--- src/rtl/control_unit_if.sv ---
// control_unit_if
//
// Bundles the signals exchanged between the control unit and the accumulator
// datapath (DP). Clock and Reset are not part of the bundle.
//
// Signals:
//   IR[2:0]    opcode (IR[7:5] of the instruction register), DP -> control
//   Aeq0       accumulator == 0, DP -> control
//   Apos       accumulator > 0, DP -> control
//   Enter      operator strobe completing an IN instruction
//   IRload     load IR from memory and advance, control -> DP
//   JMPmux     select IR[4:0] as next PC
//   PCload     load PC
//   Meminst    memory address = IR[4:0] (else PC)
//   MemWr      write A to memory
//   Asel[1:0]  A source: 00 add/sub, 01 INPUT, 10 memory data
//   Aload      load A
//   Sub        ALU subtract (else add)
//   Halt       processor halted
//   State[3:0] current state code, for debug and verification
//
// Modports:
//   master  the control unit side (drives control, reads status)
//   slave   the datapath side (drives status, reads control)

interface control_unit_if;
    logic [2:0] IR;
    logic       Aeq0;
    logic       Apos;
    logic       Enter;
    logic       IRload;
    logic       JMPmux;
    logic       PCload;
    logic       Meminst;
    logic       MemWr;
    logic [1:0] Asel;
    logic       Aload;
    logic       Sub;
    logic       Halt;
    logic [3:0] State;

    modport master (
        input  IR, Aeq0, Apos, Enter,
        output IRload, JMPmux, PCload, Meminst, MemWr, Asel, Aload, Sub,
        output Halt, State
    );

    modport slave (
        output IR, Aeq0, Apos, Enter,
        input  IRload, JMPmux, PCload, Meminst, MemWr, Asel, Aload, Sub,
        input  Halt, State
    );
endinterface

--- src/rtl/control_unit.sv ---
// control_unit
//
// Fetch / decode / execute sequencer for the 8-bit accumulator datapath.
// One FETCH cycle, one DECODE cycle, then one execute state chosen by the
// opcode. IN waits in its execute state until Enter; HALT is terminal
// until Reset.
//
// Ports:
//   Clock   system clock, rising edge
//   Reset   synchronous, active-high; also blanks all control outputs
//           combinationally while asserted
//   bus     control_unit_if.master (opcode/status in, control words out,
//           Halt, State debug code)
//
// Handshake: IN holds in its state with Asel=01; the cycle in which Enter is
// high loads A (Aload=Enter) and that same edge returns to FETCH, so an
// Enter held high gives exactly one load per IN instruction.

module control_unit (
    input  logic                  Clock,
    input  logic                  Reset,
    control_unit_if.master        bus
);

    typedef enum logic [3:0] {
        S_FETCH  = 4'd0,
        S_DECODE = 4'd1,
        S_LOAD   = 4'd2,
        S_STORE  = 4'd3,
        S_ADD    = 4'd4,
        S_SUB    = 4'd5,
        S_IN     = 4'd6,
        S_JZ     = 4'd7,
        S_JPOS   = 4'd8,
        S_HALT   = 4'd9
    } state_t;

    state_t state_q, state_d;

    logic       irload, jmpmux, pcload, meminst, memwr, aload, sub, halt;
    logic [1:0] asel;

    always_ff @(posedge Clock) begin
        if (Reset) begin
            state_q <= S_FETCH;
        end else begin
            state_q <= state_d;
        end
    end

    // Next state and outputs. Unlisted codes 10..15 fall into the default
    // arm: all outputs low and back to FETCH.
    always_comb begin
        state_d = S_FETCH;
        irload  = 1'b0;
        jmpmux  = 1'b0;
        pcload  = 1'b0;
        meminst = 1'b0;
        memwr   = 1'b0;
        asel    = 2'b00;
        aload   = 1'b0;
        sub     = 1'b0;
        halt    = 1'b0;

        case (state_q)
            S_FETCH: begin
                irload  = 1'b1;
                pcload  = 1'b1;
                state_d = S_DECODE;
            end
            S_DECODE: begin
                meminst = 1'b1;
                case (bus.IR)
                    3'b000:  state_d = S_LOAD;
                    3'b001:  state_d = S_STORE;
                    3'b010:  state_d = S_ADD;
                    3'b011:  state_d = S_SUB;
                    3'b100:  state_d = S_IN;
                    3'b101:  state_d = S_JZ;
                    3'b110:  state_d = S_JPOS;
                    default: state_d = S_HALT;
                endcase
            end
            S_LOAD: begin
                meminst = 1'b1;
                asel    = 2'b10;
                aload   = 1'b1;
            end
            S_STORE: begin
                meminst = 1'b1;
                memwr   = 1'b1;
            end
            S_ADD: begin
                meminst = 1'b1;
                aload   = 1'b1;
            end
            S_SUB: begin
                meminst = 1'b1;
                aload   = 1'b1;
                sub     = 1'b1;
            end
            S_IN: begin
                asel    = 2'b01;
                aload   = bus.Enter;
                state_d = bus.Enter ? S_FETCH : S_IN;
            end
            S_JZ: begin
                jmpmux = 1'b1;
                pcload = bus.Aeq0;
            end
            S_JPOS: begin
                jmpmux = 1'b1;
                pcload = bus.Apos;
            end
            S_HALT: begin
                halt    = 1'b1;
                state_d = S_HALT;
            end
            default: state_d = S_FETCH;
        endcase

        // Reset blanks every control line in the same cycle, so nothing is
        // written while the state register is still being forced.
        if (Reset) begin
            irload  = 1'b0;
            jmpmux  = 1'b0;
            pcload  = 1'b0;
            meminst = 1'b0;
            memwr   = 1'b0;
            asel    = 2'b00;
            aload   = 1'b0;
            sub     = 1'b0;
            halt    = 1'b0;
        end
    end

    assign bus.IRload  = irload;
    assign bus.JMPmux  = jmpmux;
    assign bus.PCload  = pcload;
    assign bus.Meminst = meminst;
    assign bus.MemWr   = memwr;
    assign bus.Asel    = asel;
    assign bus.Aload   = aload;
    assign bus.Sub     = sub;
    assign bus.Halt    = halt;
    assign bus.State   = state_q;

endmodule

--- src/flat_wrapper.sv ---
// flat-port wrapper written by rule: the top's interface ports become plain ports
module control_unit_flat 
  (Clock, Reset, bus_IR, bus_Aeq0, bus_Apos, bus_Enter, bus_IRload, bus_JMPmux, bus_PCload, bus_Meminst, bus_MemWr, bus_Asel, bus_Aload, bus_Sub, bus_Halt, bus_State);
  control_unit_if bus_i ();
  input  logic Clock;
  input  logic Reset;
  input wire logic [$bits(bus_i.IR)-1:0] bus_IR;
  input wire logic [$bits(bus_i.Aeq0)-1:0] bus_Aeq0;
  input wire logic [$bits(bus_i.Apos)-1:0] bus_Apos;
  input wire logic [$bits(bus_i.Enter)-1:0] bus_Enter;
  output wire logic [$bits(bus_i.IRload)-1:0] bus_IRload;
  output wire logic [$bits(bus_i.JMPmux)-1:0] bus_JMPmux;
  output wire logic [$bits(bus_i.PCload)-1:0] bus_PCload;
  output wire logic [$bits(bus_i.Meminst)-1:0] bus_Meminst;
  output wire logic [$bits(bus_i.MemWr)-1:0] bus_MemWr;
  output wire logic [$bits(bus_i.Asel)-1:0] bus_Asel;
  output wire logic [$bits(bus_i.Aload)-1:0] bus_Aload;
  output wire logic [$bits(bus_i.Sub)-1:0] bus_Sub;
  output wire logic [$bits(bus_i.Halt)-1:0] bus_Halt;
  output wire logic [$bits(bus_i.State)-1:0] bus_State;
  assign bus_i.IR = bus_IR;
  assign bus_i.Aeq0 = bus_Aeq0;
  assign bus_i.Apos = bus_Apos;
  assign bus_i.Enter = bus_Enter;
  assign bus_IRload = bus_i.IRload;
  assign bus_JMPmux = bus_i.JMPmux;
  assign bus_PCload = bus_i.PCload;
  assign bus_Meminst = bus_i.Meminst;
  assign bus_MemWr = bus_i.MemWr;
  assign bus_Asel = bus_i.Asel;
  assign bus_Aload = bus_i.Aload;
  assign bus_Sub = bus_i.Sub;
  assign bus_Halt = bus_i.Halt;
  assign bus_State = bus_i.State;
  control_unit u_core (.Clock(Clock), .Reset(Reset), .bus(bus_i));
endmodule
--- config.mk ---
export PLATFORM = sky130hd
export DESIGN_NAME = control_unit_flat
export DESIGN_NICKNAME = d
export VERILOG_FILES = /design/src/rtl/control_unit_if.sv /design/src/rtl/control_unit.sv /design/src/flat_wrapper.sv
export SDC_FILE = /design/constraint.sdc
export NUM_CORES = 1
export LEC_CHECK = 0
export ABC_AREA = 1
export BUFFER_PORTS_ARGS = -buffer_cell sky130_fd_sc_hd__buf_2
export CORE_AREA = 2 2 39 41
export CTS_CLUSTER_DIAMETER = 30
export DETAILED_ROUTE_END_ITERATION = 12
export DIE_AREA = 0 0 41 43
export GPL_TIMING_DRIVEN = 0
export SETUP_SLACK_MARGIN = 0.1
export SLEW_MARGIN = 0
export SYNTH_ARGS = -nofsm -noshare
export SYNTH_HDL_FRONTEND = slang
export SYNTH_SLANG_ARGS = --single-unit
--- constraint.sdc ---
create_clock -name Clock -period 1.03 [get_ports Clock]
set_input_delay 0 -clock Clock [delete_from_list [all_inputs] [get_ports Clock]]
set_output_delay 0 -clock Clock [all_outputs]
set_load 0.01 [all_outputs]
# Yosys cells after proc, flatten, opt, wreduce, memory -nomap -nowiden
# Index checks and enable logic that the tools add are counted.
# W data, S select, Z words.
[classes]
muxes = 21
n_reduce_logical = 5
n_eq_ne = 15
[ops]
columns = ["op", "count"]
rows = [
  ["$pmux W4 S7", 1],
  ["$eq A4 B3 Y1 const B", 4],
  ["$pmux W4 S4", 1],
  ["$mux W1", 14],
  ["$eq A3 B3 Y1 const B", 3],
  ["$eq A4 B2 Y1 const B", 2],
  ["$eq A4 B4 Y1 const B", 2],
  ["$eq A3 B2 Y1 const B", 2],
  ["$reduce_or A5 Y1", 1],
  ["$eq A4 B1 Y1 const B", 1],
  ["$logic_not A4 Y1", 1],
  ["$pmux W2 S2", 1],
  ["$eq A3 B1 Y1 const B", 1],
  ["$logic_not A3 Y1", 1],
  ["$mux W3", 1],
  ["$pmux W1 S3", 1],
  ["$reduce_or A3 Y1", 1],
  ["$mux W2", 1],
  ["$pmux W1 S2", 1],
  ["$reduce_or A2 Y1", 1],
]
[totals]
wordCells = 42
register_bits = 4
out_inout_bits = 14
in_bits = 8

# Depth between registers and ports, before layout
[logic_depth]
ltp_word = 4
ltp_mapped = 7
depth_no_buf = 7

# Worst setup path after synthesis
# OpenSTA, ideal clock, no wires.
[synth_path]
kind = "register -> register"
start = "register u_core.state_q[1], in the netlist u_core.bus.State[1]"
end = "register u_core.state_q[0], in the netlist u_core.bus.State[0]"
setup_ns = 0.128
slack_ns = 0.037
required_time_ns = 0.902
path_buffers = 0
stages_incl_launch_ff = 8
synth_period_minus_slack_ns = 0.993
t_arrival_ns = 0.865
cell_sequence = "dfxtp_1 inv_2 nand2_4 inv_2 nand2_2 nand2_1 nor2_1 nor2_1"
[synth_via]
elab_chain_len = 2
word_cells_on_any_way = 5
classes_between = "eq/ne: 3; mux: 1; reduce/logical: 1"
[synth_rtl]
columns = ["element", "line_no", "source"]
rows = [
  ["start, declared", "control_unit.sv:38", "state_t state_q, state_d;"],
  ["start signal, assigned", "control_unit.sv:47", "state_q <= state_d;"],
  ["$eq A4 B4 Y1, or another cell as far along", "control_unit.sv:65", "case (state_q)"],
  ["$pmux W4 S4 *", "control_unit.sv:65", ""],
]
# Mark *: on every way between the ends. The rest lies on a longest branch, timed or not.
# A chain may end at the register's enable or synchronous reset.

# Worst setup path in the final report
[layout_path]
start = "register u_core.state_q[2], in the netlist u_core.bus.State[2]"
end = "output bus_Aload"
[layout_via]
elab_chain_len = 4
word_cells_on_any_way = 7
classes_between = "eq/ne: 4; mux: 2; reduce/logical: 1"
[layout_rtl]
columns = ["element", "line_no", "source"]
rows = [
  ["$eq A4 B3 Y1 / $eq A4 B2 Y1 (equally long branches)", "control_unit.sv:65", ""],
  ["$reduce_or A3 Y1 (no line)", "-", ""],
  ["$pmux W1 S2 *", "control_unit.sv:65", ""],
  ["$mux W1 *", "control_unit.sv:124", "if (Reset) begin"],
  ["end, declared", "flat_wrapper.sv:17", "output wire logic [$bits(bus_i.Aload)-1:0] bus_Aload;"],
]
# Marked as above.

==> out/results.txt <==
CTS root buffer: clkbuf_4
Final Max Tran Viols: 0
Mapped Area: 354 um2
Leak: 0.350 nW
Worst EP arrival: 1.18 ns
first-pass GRT wire length: 1550 um
Die Area: 1760 um2
Rows: 14
post-route minimum period: 1.18 ns
Worst-Margin Slew: 0.527 ns
Reg2Reg Depth: 7
maxcap violations: 0
Clock Sinks: 4
setup ws final: -0.146 ns
Setup crit start kind: flop
Clk pin slew, worst setup/hold paths: 0.04 ns
Cells after Synth: 66
Initial Util: 25.6%
Die Ht: 43 um
routed wire length: 1090 um
TritonCTS Buffers: 3
Antenna Cells: 0
unrepaired setup endpoints after global routing: true
Max Clock Freq: 0.850 GHz
Power Internal: 445 uW
vias in the first global route: 406
Post-route DRC: 0
io pins: 22
Final #Nets: 107
skew final: 0.00401 ns
Yosys reg bits: 4
Mean Syn Cell Area: 5.36 um2
routed vias/inst: 4.34
drt pass-1 iters: 2
H-tree levels: 1
hold path depth: 4
Syn Nets: 74
Starting DRT DRC Count: 3
Combinational Power Share: 43.2%
Vias: 490
HP Class: in -> reg
design area: 651 um2
largest net degree at the start of global routing: 11
GRT Total Usage: 13.4%
Placed Area: 482 um2
Final TNS setup: -0.960 ns
post-synthesis sequential area ratio: 22.6%
max reg flops: 4
VDD IR max: 0.641 mV
PwrDens: 1080 nW/um2
number of warnings issued by yosys: 0
Worst-Skew Late Latency: 0.24 ns
initial antenna violation count: 0
TritonCTS clock tree: built
wire length per cell: 9.60 um
Synth cell types: 16
sequential power share: 29.1%
final worst-path cycle share: 114%
PortBufs: 21
final setup fails: 10
total gr overflow: 0
status: finished, violations left
crit path capture type: output port
Net Switching: 260 uW
area grow syn2layout: 83.7%
Slew Limit Headroom: 64.9%
clock share of power: 27.7%
Hold Buf Count CTS: 0
Core ar.: 1380 um2
die width: 41 um
Sw Ratio: 36.8%
failing checks: setup timing
crit path max fanout: 5
CP Class: reg -> out
DPL Wire Length: 727 um
routability cong.: 0.736
Worst Path Required: 1.03 ns
final hold vios: 0
proportion of layout cells with a drive suffix above 1: 63.9%
Antenna Nets Post-Route: 0
CTS Buffer Depth: 2
[power groups by stage]
stage               combinational (mW)  clock (mW)  sequential (mW)
floorplan                        0.141           0            0.199
global placement                 0.214           0            0.196
detailed placement               0.214           0            0.197
CTS                              0.247       0.209            0.199
global route                     0.336       0.220            0.207
finish                           0.305       0.195            0.205
[through the flow]
stage	total power, mW	instances	utilization, %	hold WS (ns)	worst slack (ns)
2_1_floorplan	0.340	66	-	0.0544	0.111
3_3_place_gp	0.410	103	34.8	0.271	0.0454
3_5_place_dp	0.411	103	34.8	0.271	-0.00419
4_1_cts	0.654	109	41.3	0.0267	-0.164
5_1_grt	0.763	113	47.0	0.0488	-0.231
6_report	0.705	113	47.0	0.0323	-0.146
[placed cells by master, fill, tap and decap left out]
master / netlist / layout
buf_2: 0 / 21
nand2_1: 18 / 13
nor2_1: 10 / 8
nand2_2: 1 / 6
inv_1: 9 / 6
inv_2: 3 / 5
nor2_4: 1 / 5
buf_4: 0 / 5
dfxtp_4: 0 / 4
nand3_2: 0 / 3
a21oi_2: 0 / 3
clkbuf_4: 0 / 3
inv_4: 0 / 2
o21ai_1: 1 / 2
a21oi_1: 5 / 2
buf_6: 0 / 2
nor2_2: 3 / 1
clkbuf_1: 1 / 1
nand2_4: 1 / 1
nor3_2: 0 / 1
clkinv_1: 2 / 1
nor3_1: 2 / 1
nand3_1: 4 / 1
[layer usage]
metal / wire length [um] / up-vias / global-route usage [%]
li1: - / 262 / -
met5: 0 / - / 0
met3: 50 / 4 / 3.14
met4: 27 / 0 / 12.0
met1: 441 / 210 / 14.7
met2: 566 / 14 / 20.0
[timing repair]
action | CTS | global route
endpoints found under the setup margin | 14 | 14
resized for setup | 18 | 15
buffers inserted | 3 | 4
pin swaps | 12 | 9
[cell families (layout without fill, tap and decap cells)]
| logic type | Yosys count | in the layout | synth area share, % |
|---|---|---|---|
| buf+inv | 15 | 46 | 15.9 |
| compound gates | 7 | 7 | 9.89 |
| flops | 4 | 4 | 22.6 |
| simple gates | 40 | 40 | 51.6 |
[layout make-up]
| cell class | count | area, um2 |
|---|---|---|
| clock buffer | 3 | 22.5 |
| tap | 16 | 20.0 |
| multi-input combinational | 47 | 287 |
| buffer | 1 | 3.75 |
| sequential | 4 | 95.1 |
| inverter | 14 | 57.6 |
| timing repair buffer | 28 | 165 |
| fill | 151 | 733 |
[synthesized netlist by cell type, drive strengths merged]
cell	count	area (um2)
a21oi	5	25.0
clkbuf	1	3.75
clkinv	2	7.51
dfxtp	4	80.1
inv	12	45.0
nand2	20	85.1
nand3	4	20.0
nor2	14	67.6
nor3	2	10.0
o21ai	2	10.0
[critical path, stage by stage (launching register included)]
cell and delay, ns:
dfxtp_4 0.37, nor2_4 0.18, nand3_2 0.09, nand2_1 0.06, nand2_1 0.04, o21ai_1 0.06
buf_2 0.14
[path summary, 6_finish.rpt]
| path | from | end | slack (ns) |
|---|---|---|---|
| max | u_core.bus.State[2]$_SDFF_PP0_ | bus_Aload | -0.15 |
| min | bus_IR[1] | u_core.bus.State[1]$_SDFF_PP0_ | 0.03 |
| max reg2reg | u_core.bus.State[2]$_SDFF_PP0_ | u_core.bus.State[0]$_SDFF_PP0_ | -0.08 |
| min reg2reg | u_core.bus.State[2]$_SDFF_PP0_ | u_core.bus.State[3]$_SDFF_PP0_ | 0.64 |
Power figures use the tool's default switching activity.
